### config.mk
export PLATFORM = sky130hd
export DESIGN_NAME = dc_strobe_tx_flat
export DESIGN_NICKNAME = d
export VERILOG_FILES = /design/src/rtl/dc_strobe_tx_if.sv /design/src/rtl/dc_strobe_tx.sv /design/src/flat_wrapper.sv
export SDC_FILE = /design/constraint.sdc
export NUM_CORES = 1
export LEC_CHECK = 0
export ABC_AREA = 0
export CORE_MARGIN = 1.5
export CORE_UTILIZATION = 50
export CTS_BUF_LIST = sky130_fd_sc_hd__clkbuf_8 sky130_fd_sc_hd__clkbuf_16
export CTS_CLUSTER_DIAMETER = 200
export DETAILED_ROUTE_END_ITERATION = 6
export GPL_TIMING_DRIVEN = 0
export PLACE_DENSITY = 0.86
export SLEW_MARGIN = 25
export SYNTH_ARGS = -nofsm -noshare
export SYNTH_HDL_FRONTEND = slang
export SYNTH_SLANG_ARGS = --single-unit
### constraint.sdc
create_clock -name clk -period 1.9 [get_ports clk]
set_clock_uncertainty 0.05 [all_clocks]
set_input_delay 0.285 -clock clk [delete_from_list [all_inputs] [get_ports clk]]
set_output_delay 0.285 -clock clk [all_outputs]
set_load 0.02 [all_outputs]
### src/rtl/dc_strobe_tx_if.sv
// Handshake and latch-side signals of the data/strobe transmitter.
// The producer drives the master side; the transmitter is the slave.
interface dc_strobe_tx_if #(
    parameter int WIDTH = 8
);
    logic [WIDTH-1:0] data_in;
    logic             valid_in;
    logic             ready_out;
    logic             d;
    logic             c;
    logic             busy;
    logic             done;

    modport master (
        output data_in, valid_in,
        input  ready_out, d, c, busy, done
    );

    modport slave (
        input  data_in, valid_in,
        output ready_out, d, c, busy, done
    );
endinterface

### src/rtl/dc_strobe_tx.sv
// Serialises a parallel word onto d with a gating strobe c, timed so that a
// level-sensitive latch sees d set up before, stable during and held after c.
module dc_strobe_tx #(
    parameter int WIDTH     = 8,
    parameter int SETUP     = 1,
    parameter int PULSE     = 2,
    parameter int HOLD      = 1,
    parameter bit MSB_FIRST = 1'b1
) (
    input logic         clk,
    input logic         rst,
    dc_strobe_tx_if.slave bus
);

    localparam int MAX_PHASE = (SETUP > PULSE) ? ((SETUP > HOLD) ? SETUP : HOLD)
                                               : ((PULSE > HOLD) ? PULSE : HOLD);
    localparam int PW = $clog2(MAX_PHASE + 1);
    localparam int BW = $clog2(WIDTH + 1);

    localparam logic [PW-1:0] SETUP_LAST = PW'(SETUP - 1);
    localparam logic [PW-1:0] PULSE_LAST = PW'(PULSE - 1);
    localparam logic [PW-1:0] HOLD_LAST  = PW'(HOLD - 1);
    localparam logic [BW-1:0] BIT_LAST   = BW'(WIDTH - 1);

    typedef enum logic [1:0] {
        ST_IDLE,
        ST_SETUP,
        ST_STROBE,
        ST_HOLD
    } state_t;

    state_t           state;
    state_t           state_next;
    logic [PW-1:0]    phase_cnt;
    logic [BW-1:0]    bit_cnt;
    logic [WIDTH-1:0] shreg;
    logic [WIDTH-1:0] shreg_next;
    logic [WIDTH-1:0] load_word;
    logic             accept;
    logic             d_next;
    logic             c_next;
    logic             busy_next;
    logic             done_next;
    logic             ready_next;
    logic             d_r;
    logic             c_r;
    logic             busy_r;
    logic             done_r;
    logic             ready_r;

    assign accept        = bus.valid_in && ready_r;
    assign bus.d         = d_r;
    assign bus.c         = c_r;
    assign bus.busy      = busy_r;
    assign bus.done      = done_r;
    assign bus.ready_out = ready_r;

    // LSB-first words are reversed on load so the shifter always moves toward the MSB end.
    always_comb begin
        load_word = bus.data_in;
        if (!MSB_FIRST) begin
            for (int i = 0; i < WIDTH; i++) begin
                load_word[i] = bus.data_in[WIDTH-1-i];
            end
        end
    end

    always_ff @(posedge clk) begin
        if (rst) begin
            state     <= ST_IDLE;
            phase_cnt <= '0;
            bit_cnt   <= '0;
            shreg     <= '0;
            d_r       <= 1'b0;
            c_r       <= 1'b0;
            busy_r    <= 1'b0;
            done_r    <= 1'b0;
            ready_r   <= 1'b1;
        end else begin
            state <= state_next;
            shreg <= shreg_next;
            if (state_next != state || state == ST_IDLE) begin
                phase_cnt <= '0;
            end else begin
                phase_cnt <= phase_cnt + PW'(1);
            end
            if (state == ST_IDLE && accept) begin
                bit_cnt <= '0;
            end else if (state == ST_HOLD && state_next == ST_SETUP) begin
                bit_cnt <= bit_cnt + BW'(1);
            end
            d_r     <= d_next;
            c_r     <= c_next;
            busy_r  <= busy_next;
            done_r  <= done_next;
            ready_r <= ready_next;
        end
    end

    always_comb begin
        state_next = state;
        case (state)
            ST_IDLE:   if (accept) state_next = ST_SETUP;
            ST_SETUP:  if (phase_cnt == SETUP_LAST) state_next = ST_STROBE;
            ST_STROBE: if (phase_cnt == PULSE_LAST) state_next = ST_HOLD;
            ST_HOLD: begin
                if (phase_cnt == HOLD_LAST) begin
                    state_next = (bit_cnt == BIT_LAST) ? ST_IDLE : ST_SETUP;
                end
            end
            default:   state_next = ST_IDLE;
        endcase
    end

    // Outputs are decoded from the next state and registered, so d only moves on HOLD->SETUP.
    always_comb begin
        shreg_next = shreg;
        if (state == ST_IDLE && accept) begin
            shreg_next = load_word;
        end else if (state == ST_HOLD && state_next == ST_SETUP) begin
            shreg_next = shreg << 1;
        end
        d_next     = (state_next != ST_IDLE) && shreg_next[WIDTH-1];
        c_next     = (state_next == ST_STROBE);
        busy_next  = (state_next != ST_IDLE);
        ready_next = (state_next == ST_IDLE);
        done_next  = (state == ST_HOLD) && (state_next == ST_IDLE);
    end

endmodule

### src/flat_wrapper.sv
// flat-port wrapper written by rule: the top's interface ports become plain ports
module dc_strobe_tx_flat 
#(
    parameter int WIDTH     = 8,
    parameter int SETUP     = 1,
    parameter int PULSE     = 2,
    parameter int HOLD      = 1,
    parameter bit MSB_FIRST = 1'b1
)
  (clk, rst, bus_data_in, bus_valid_in, bus_ready_out, bus_d, bus_c, bus_busy, bus_done);
  dc_strobe_tx_if #(.WIDTH(WIDTH)) bus_i ();
  input logic clk;
  input logic rst;
  input wire logic [$bits(bus_i.data_in)-1:0] bus_data_in;
  input wire logic [$bits(bus_i.valid_in)-1:0] bus_valid_in;
  output wire logic [$bits(bus_i.ready_out)-1:0] bus_ready_out;
  output wire logic [$bits(bus_i.d)-1:0] bus_d;
  output wire logic [$bits(bus_i.c)-1:0] bus_c;
  output wire logic [$bits(bus_i.busy)-1:0] bus_busy;
  output wire logic [$bits(bus_i.done)-1:0] bus_done;
  assign bus_i.data_in = bus_data_in;
  assign bus_i.valid_in = bus_valid_in;
  assign bus_ready_out = bus_i.ready_out;
  assign bus_d = bus_i.d;
  assign bus_c = bus_i.c;
  assign bus_busy = bus_i.busy;
  assign bus_done = bus_i.done;
  dc_strobe_tx #(.WIDTH(WIDTH), .SETUP(SETUP), .PULSE(PULSE), .HOLD(HOLD), .MSB_FIRST(MSB_FIRST)) u_core (.clk(clk), .rst(rst), .bus(bus_i));
endmodule
==> results by group, run 1 <==
Run status
  – Outcome: finished, final reports clean

STA
  – RSZ-0062 raised after global routing: false
  – Max-slew violation count: 0
  – Slew Limit Headroom: 70.0%
  – WHS: 411 ps
  – Final worst-path cycle share: 89.9%
  – Final hold vios: 0
  – Final TNS setup: 0 ps
  – Fmax: 0.586 GHz
  – Final critical-path required period: 1710 ps
  – Setup-failing EPs final: 0
  – Least-Margin Pin Slew: 451 ps

Logic synthesis
  – Async set or reset register ratio after synthesis: 0%
  – Syn Nets: 115
  – Yosys warning count: 0
  – Syn Std Cell Area: about 910 um2
  – Post-synth EDFFs: 0
  – Yosys reg bits: 21
  – Post-Syn Area per Cell: 9.01 um2
  – Ys flop type: dfxtp_1
  – Synthesized instance count: 101
  – Unique masters post-synth: 30
  – Sequential area share after synthesis: 46.2%

Clock tree
  – CTS Sinks: 21
  – Htree depth: 1
  – TritonCTS Buffers: 3
  – Root buffer cell: clkbuf_8
  – Worst-path clk slew: 70 ps
  – Clk Latency, worst-skew pair: between 200 and 300 ps
  – Maximum clock insertion buffer count: 2
  – CTS tree: yes

Setup path
  – Critical Path AT: 1820 ps
  – Reg2Reg Setup Slack: about 190 ps
  – CP Cell Sequence: inv_1 -> ha_1 -> and3_1 -> buf_6 -> a221o_1 -> nor4_1
  – Slowest CP cell: dfxtp_1
  – CP max stage delay: 350 ps
  – Endpoint class of the critical path: flip-flop
  – Setup CP Type: reg2reg
  – CP Buf/Inv Count: 2
  – Worst Path Max Fanout: 9
  – CP Launch Type: flip-flop
  – Critical path depth: 6
  – CP delay by family, top: simple AND/OR/NAND/NOR gates
  – Req. time, crit path: 2020 ps
  – R2r endpoint: u_core.bus.d
  – Cells on worst reg2reg path: 6
  – FF-to-FF Start: u_core.phase_cnt[0]

Floorplanning
  – Starting Density: a little over half
  – Core area: 1710 um2
  – Die X-Extent: around 46 um
  – DIE HEIGHT: 45.7 um
  – Num ports: 16
  – FP Rows: 15
  – Die ar.: 2080 um2

Global route
  – First-pass GRT wire length: 3120 um
  – GRT Total Usage: 20.6%
  – Largest net degree at the start of global routing: 12
  – GRT Residual Overflow: 0
  – Vias in the first global route: 735
  – Initial antenna violation count: 0

Final layout
  – Commonest non-fill, non-tap cell in the layout: dfxtp_1
  – Area Overhead vs Synth: 25.0%
  – Antenna Diode Count: 0
  – Share of cells above drive strength 1: 7.50%
  – Filler Cells Inserted: 138
  – Core Util, Final: roughly 67%
  – Most frequent cells in the layout: 21 x dfxtp_1, 15 x clkdlybuf4s50_1, 10 x nor2_1
  – Nets: 135
  – Layout Cells excl Fill: 145

Pwr
  – VDD IR max: 697 uV
  – Leakage power: 0.000420 uW
  – PnR Total Power: 1380 uW
  – Power per cell area: 1210 nW/um2

Placed design
  – Port Buffers: 15
  – Post-Place Cells: 141
  – Final Wtd Congestion: 0.778
  – Detailed placement HPWL: 1400 um

Routing
  – DR WL/cell: 13.7 um
  – DRC: 0
  – Post-Route WL: 1990 um
  – Initial DRC count: 26
  – Post-route ant nets: 0
  – Vias: 850
  – Vias/cell: 5.86
  – Drt first pass iters: 4

Worst hold path
  – Hold Path Sink: u_core.phase_cnt[0]
  – Worst hold path startpoint: u_core.phase_cnt[0]
  – Hold crit path type: reg2reg
  – Hold Path Cell Cnt: 1

Flow run
  – Maxcap violations: 0
kinds of logic after synthesis:
logic type | synth area share [%]
fa+ha+maj | 4.13
simple gates | 23.1
buf+inv | 5.23
xor+xnor | 0.963
flops | 46.2
compound gates | 20.4
where the power goes:
group          internal, uW  switching (uW)  total [uW]
combinational           222             250         472
clock                   144             137         281
sequential              550            78.5         628
total                   916             465        1380
through the flow:
step / worst slack (ps) / cell area, um2
floorplan: 307 / 910
finish: 192 / 1140
global route: 69.1 / 1140
CTS: 90.8 / 1140
global placement: 184 / 1090
detailed placement: 127 / 1090
worst reg2reg max path, delay by kind of cell (launching register included):
family / cells / cell delay, ps
simple gates: 2 / 440
flops: 1 / 350
compound gates: 1 / 350
fa+ha+maj: 1 / 230
buf+inv: 2 / 190
registers in the layout (all words and copies together), names as in the netlist:
| name | cells |
|---|---|
| u_core.bit_cnt | 4 |
| u_core.bus.busy | 1 |
| u_core.bus.c | 1 |
| u_core.bus.d | 1 |
| u_core.bus.done | 1 |
| u_core.bus.ready_out | 1 |
| u_core.phase_cnt | 2 |
| u_core.shreg | 8 |
| u_core.state | 2 |
cell type report:
| class | count | area, um2 | area share [%] |
|---|---|---|---|
| repair buffers | 15 | 150 | 13.2 |
| well taps | 25 | 31.3 | 2.75 |
| inverters | 5 | 18.8 | 1.65 |
| clock inverters | 1 | 3.75 | 0.330 |
| multi-input cells | 70 | 442 | 38.8 |
| clock buffers | 3 | 41.3 | 3.63 |
| plain buffers | 5 | 30.0 | 2.64 |
| flip-flops and latches | 21 | 420 | 37.0 |
synthesized netlist by cell type, types with 2 or more instances:
master | number | area share (%)
a21oi_1 | 7 | 3.9
dfxtp_1 | 21 | 46
buf_2 | 2 | 1.1
nand3_1 | 9 | 5.0
nor3_1 | 2 | 1.1
nor3b_1 | 2 | 1.7
a311oi_1 | 6 | 5.8
nor4_1 | 3 | 2.1
o21ai_0 | 9 | 5.0
nand2_1 | 3 | 1.2
inv_1 | 5 | 2.1
clkbuf_1 | 2 | 0.83
or3_1 | 2 | 1.4
nor2_1 | 10 | 4.1
ha_1 | 3 | 4.1
metal layers:
layer / vias up / GRT usage, % / part of all wire (%)
li1: 413 / - / -
met4: 0 / 10.0 / 0.60
met5: - / 0 / 0
met1: 400 / 27.5 / 45
met2: 35 / 32.7 / 49
met3: 2 / 2.38 / 6.2
what timing repair did:
item / 4_1_cts / 5_1_grt
setup endpoints to repair: 0 / 4
hold buffers: 0 / 0
resized for setup: 0 / 2
setup buffers: 0 / 0
how the worst max path moves through the flow:
stage	startpoint	end
6_report	u_core.phase_cnt[0]	u_core.bus.d
5_1_grt	u_core.phase_cnt[0]	u_core.bus.d
4_1_cts	u_core.phase_cnt[0]	u_core.shreg[5]
3_5_place_dp	u_core.phase_cnt[0]	u_core.shreg[5]
3_3_place_gp	u_core.phase_cnt[0]	u_core.shreg[4]
2_1_floorplan	u_core.phase_cnt[0]	u_core.bus.d
Power figures use the tool's default switching activity.
==> run 2, diff against run 1 <==
Settings changed: SETUP_SLACK_MARGIN set to 0.4.
==> run 2 against run 1 <==
Effect of this change: global-route usage increased by 2.8 points; final cell count increased by 7.6%; flip-flop and latch count unchanged; register-to-register slack improved by 200 ps; sequential power increased by 5.1%; clock power increased by 1%; hold slack improved by 37 ps; utilization increased by 12 points; via count increased by 8.7%; sequential share of layout area decreased by 5.1 points; final area increased by 18%; critical path depth decreased by 2.
==> results by group, run 2 (synthesis gave the netlist of run 1 again) <==
Global route
  – GRT Residual Overflow: 0 (unchanged)
  – Initial antenna violation count: 0 (unchanged)
  – GRT Total Usage: 23.4% (+2.8 points)
  – First-pass GRT wire length: 3390 um (+8.6%)
  – Vias in the first global route: 764 (+3.9%)
  – Largest net degree at the start of global routing: 12 (unchanged)

Routing
  – Post-route ant nets: 0 (unchanged)
  – DR WL/cell: 15.9 um (+16%)
  – Post-Route WL: 2480 um (+24%)
  – DRC: 0 (unchanged)
  – Drt first pass iters: 4 (unchanged)
  – Vias/cell: 5.92 (+1.0%)
  – Vias: 924 (+8.7%)
  – Initial DRC count: 36 (+38%)

Clock tree
  – Htree depth: 1 (unchanged)
  – CTS Sinks: 21 (unchanged)
  – CTS tree: yes
  – Root buffer cell: clkbuf_8
  – CTS Hold Bufs: 0 (unchanged)
  – Clk Latency, worst-skew pair: 260 ps (about the same)
  – TritonCTS Buffers: 3 (unchanged)
  – Maximum clock insertion buffer count: 2 (unchanged)
  – Worst-path clk slew: 70 ps (about the same)

Final layout
  – Most frequent cells in the layout: 15 x dfxtp_1, 10 x nor2_1, 10 x clkdlybuf4s50_1, 10 x buf_4, 9 x o21ai_0
  – Biggest registers after layout: u_core.shreg (8), u_core.bit_cnt (4)
  – Register area: 428 um2 (+1.8%)
  – Commonest non-fill, non-tap cell in the layout: dfxtp_1
  – Antenna Diode Count: 0 (unchanged)
  – Number of flip-flops under the largest register name: 8 (unchanged)
  – Filler Cells Inserted: 113 (-18%)
  – Area occupied by multi-input gates: 542 um2 (+23%)
  – Reg with most FFs: u_core.shreg
  – Area Overhead vs Synth: 47.9%
  – Nets: 146 (+8.1%)
  – Share of cells above drive strength 1: 29.0% (+22 points)

Pwr
  – VDD IR max: 856 uV (+23%)
  – Leakage power: 0.000536 uW (+28%)
  – Power per cell area: 1160 nW/um2 (-4.4%)
  – PnR Total Power: 1560 uW (+13%)

STA
  – Final hold vios: 0 (unchanged)
  – Fmax: 0.662 GHz (+13%)
  – RSZ-0062 raised after global routing: true
  – Slew Limit Headroom: 68.3% (-1.7 points)
  – Final worst-path cycle share: 79.6% (-10 points)
  – Setup-failing EPs final: 0 (unchanged)
  – Max-slew violation count: 0 (unchanged)
  – Final critical-path required period: 1510 ps (-196 ps)
  – Least-Margin Pin Slew: 476 ps (+25.3 ps)
  – Final TNS setup: 0 ps (unchanged)

Setup path
  – Setup CP Type: reg2reg
  – Req. time, crit path: 2050 ps (+30 ps)
  – Worst Path Max Fanout: 5 (-4)
  – Endpoint class of the critical path: flip-flop
  – CP Launch Type: flip-flop
  – Critical Path AT: 1660 ps (-160 ps)

Placed design
  – Port Buffers: 15 (unchanged)
  – Final Wtd Congestion: 0.737 (-5.2%)
  – Detailed placement HPWL: 1400 um (about the same)

Run status
  – Outcome: finished, final reports clean

Floorplanning
  – Die ar.: 2080 um2 (unchanged)
  – DIE HEIGHT: 45.7 um (unchanged)
  – Num ports: 16 (unchanged)
  – Die X-Extent: 45.7 um (unchanged)
  – Starting Density: 53.3% (unchanged)
  – FP Rows: 15 (unchanged)
  – Core area: 1710 um2 (unchanged)

Worst hold path
  – Hold crit path type: reg2reg

Flow run
  – Maxcap violations: 0 (unchanged)
run 2: cell types whose count changed in the layout (fill, tap and decap cells not counted), moves of 2 or more:
cell	change
ha_4	+2
dlygate4sd2_1	+2
clkdlybuf4s50_1	-5
buf_6	+2
inv_2	+2
ha_1	-2
buf_4	+10
dfxtp_1	-6
nor4_1	-2
dfxtp_2	+6
inv_1	-2
dlymetal6s2s_1	+3
run 2: timing repair:
action                     CTS  global route
resized for setup           21            15
gates cloned                 0             1
buffers inserted             5             5
setup endpoints to repair   16            12
pin swaps                    4             7
run 2: cell type report:
type,instances,area share [%]
Tap cell,25,2.33
Timing Repair Buffer,26,17.5
Multi-Input combinational cell,70,40.3
Clock buffer,3,3.07
Inverter,5,1.40
Clock inverter,1,0.279
Sequential cell,21,31.8
Buffer,5,3.35
run 2: layer usage:
metal	wire [um]	vias up	track usage [%]
met5	0	-	0
met4	72	0	10.0
met3	183	10	8.73
met2	1160	44	37.2
met1	1060	434	28.2
li1	-	436	-
run 2: report_power, final:
part / total (uW) / internal, uW / switching (uW)
Combinational: 617 / 303 / 314
Clock: 285 / 144 / 141
Sequential: 660 / 556 / 103
run 2: path summary, 6_finish.rpt:
path	startpoint	end	slack (ps)	cells past startpoint
max	u_core.bit_cnt[1]	u_core.bit_cnt[3]	390	4
min reg2reg	u_core.shreg[4]	u_core.shreg[5]	450	2
max reg2reg	u_core.bit_cnt[1]	u_core.bit_cnt[3]	390	4
min	u_core.shreg[4]	u_core.shreg[5]	450	2
run 2: critical path, cell delays in order (launching register included):
cell and delay (ps):
dfxtp_2 340, ha_4 160, and3b_2 250, or4_1 520, a21oi_1 130
run 2: through the flow:
step                instances  hold WS (ps)  util, %  area [um2]  setup slack, ps
finish                    156           448     78.8        1350              388
global route              156           475     78.8        1350              337
detailed placement        141           399     63.9        1090              113
global placement          141           394     63.9        1090              173
floorplan                 101           307        -         910              409
CTS                       150           451     72.2        1230              347
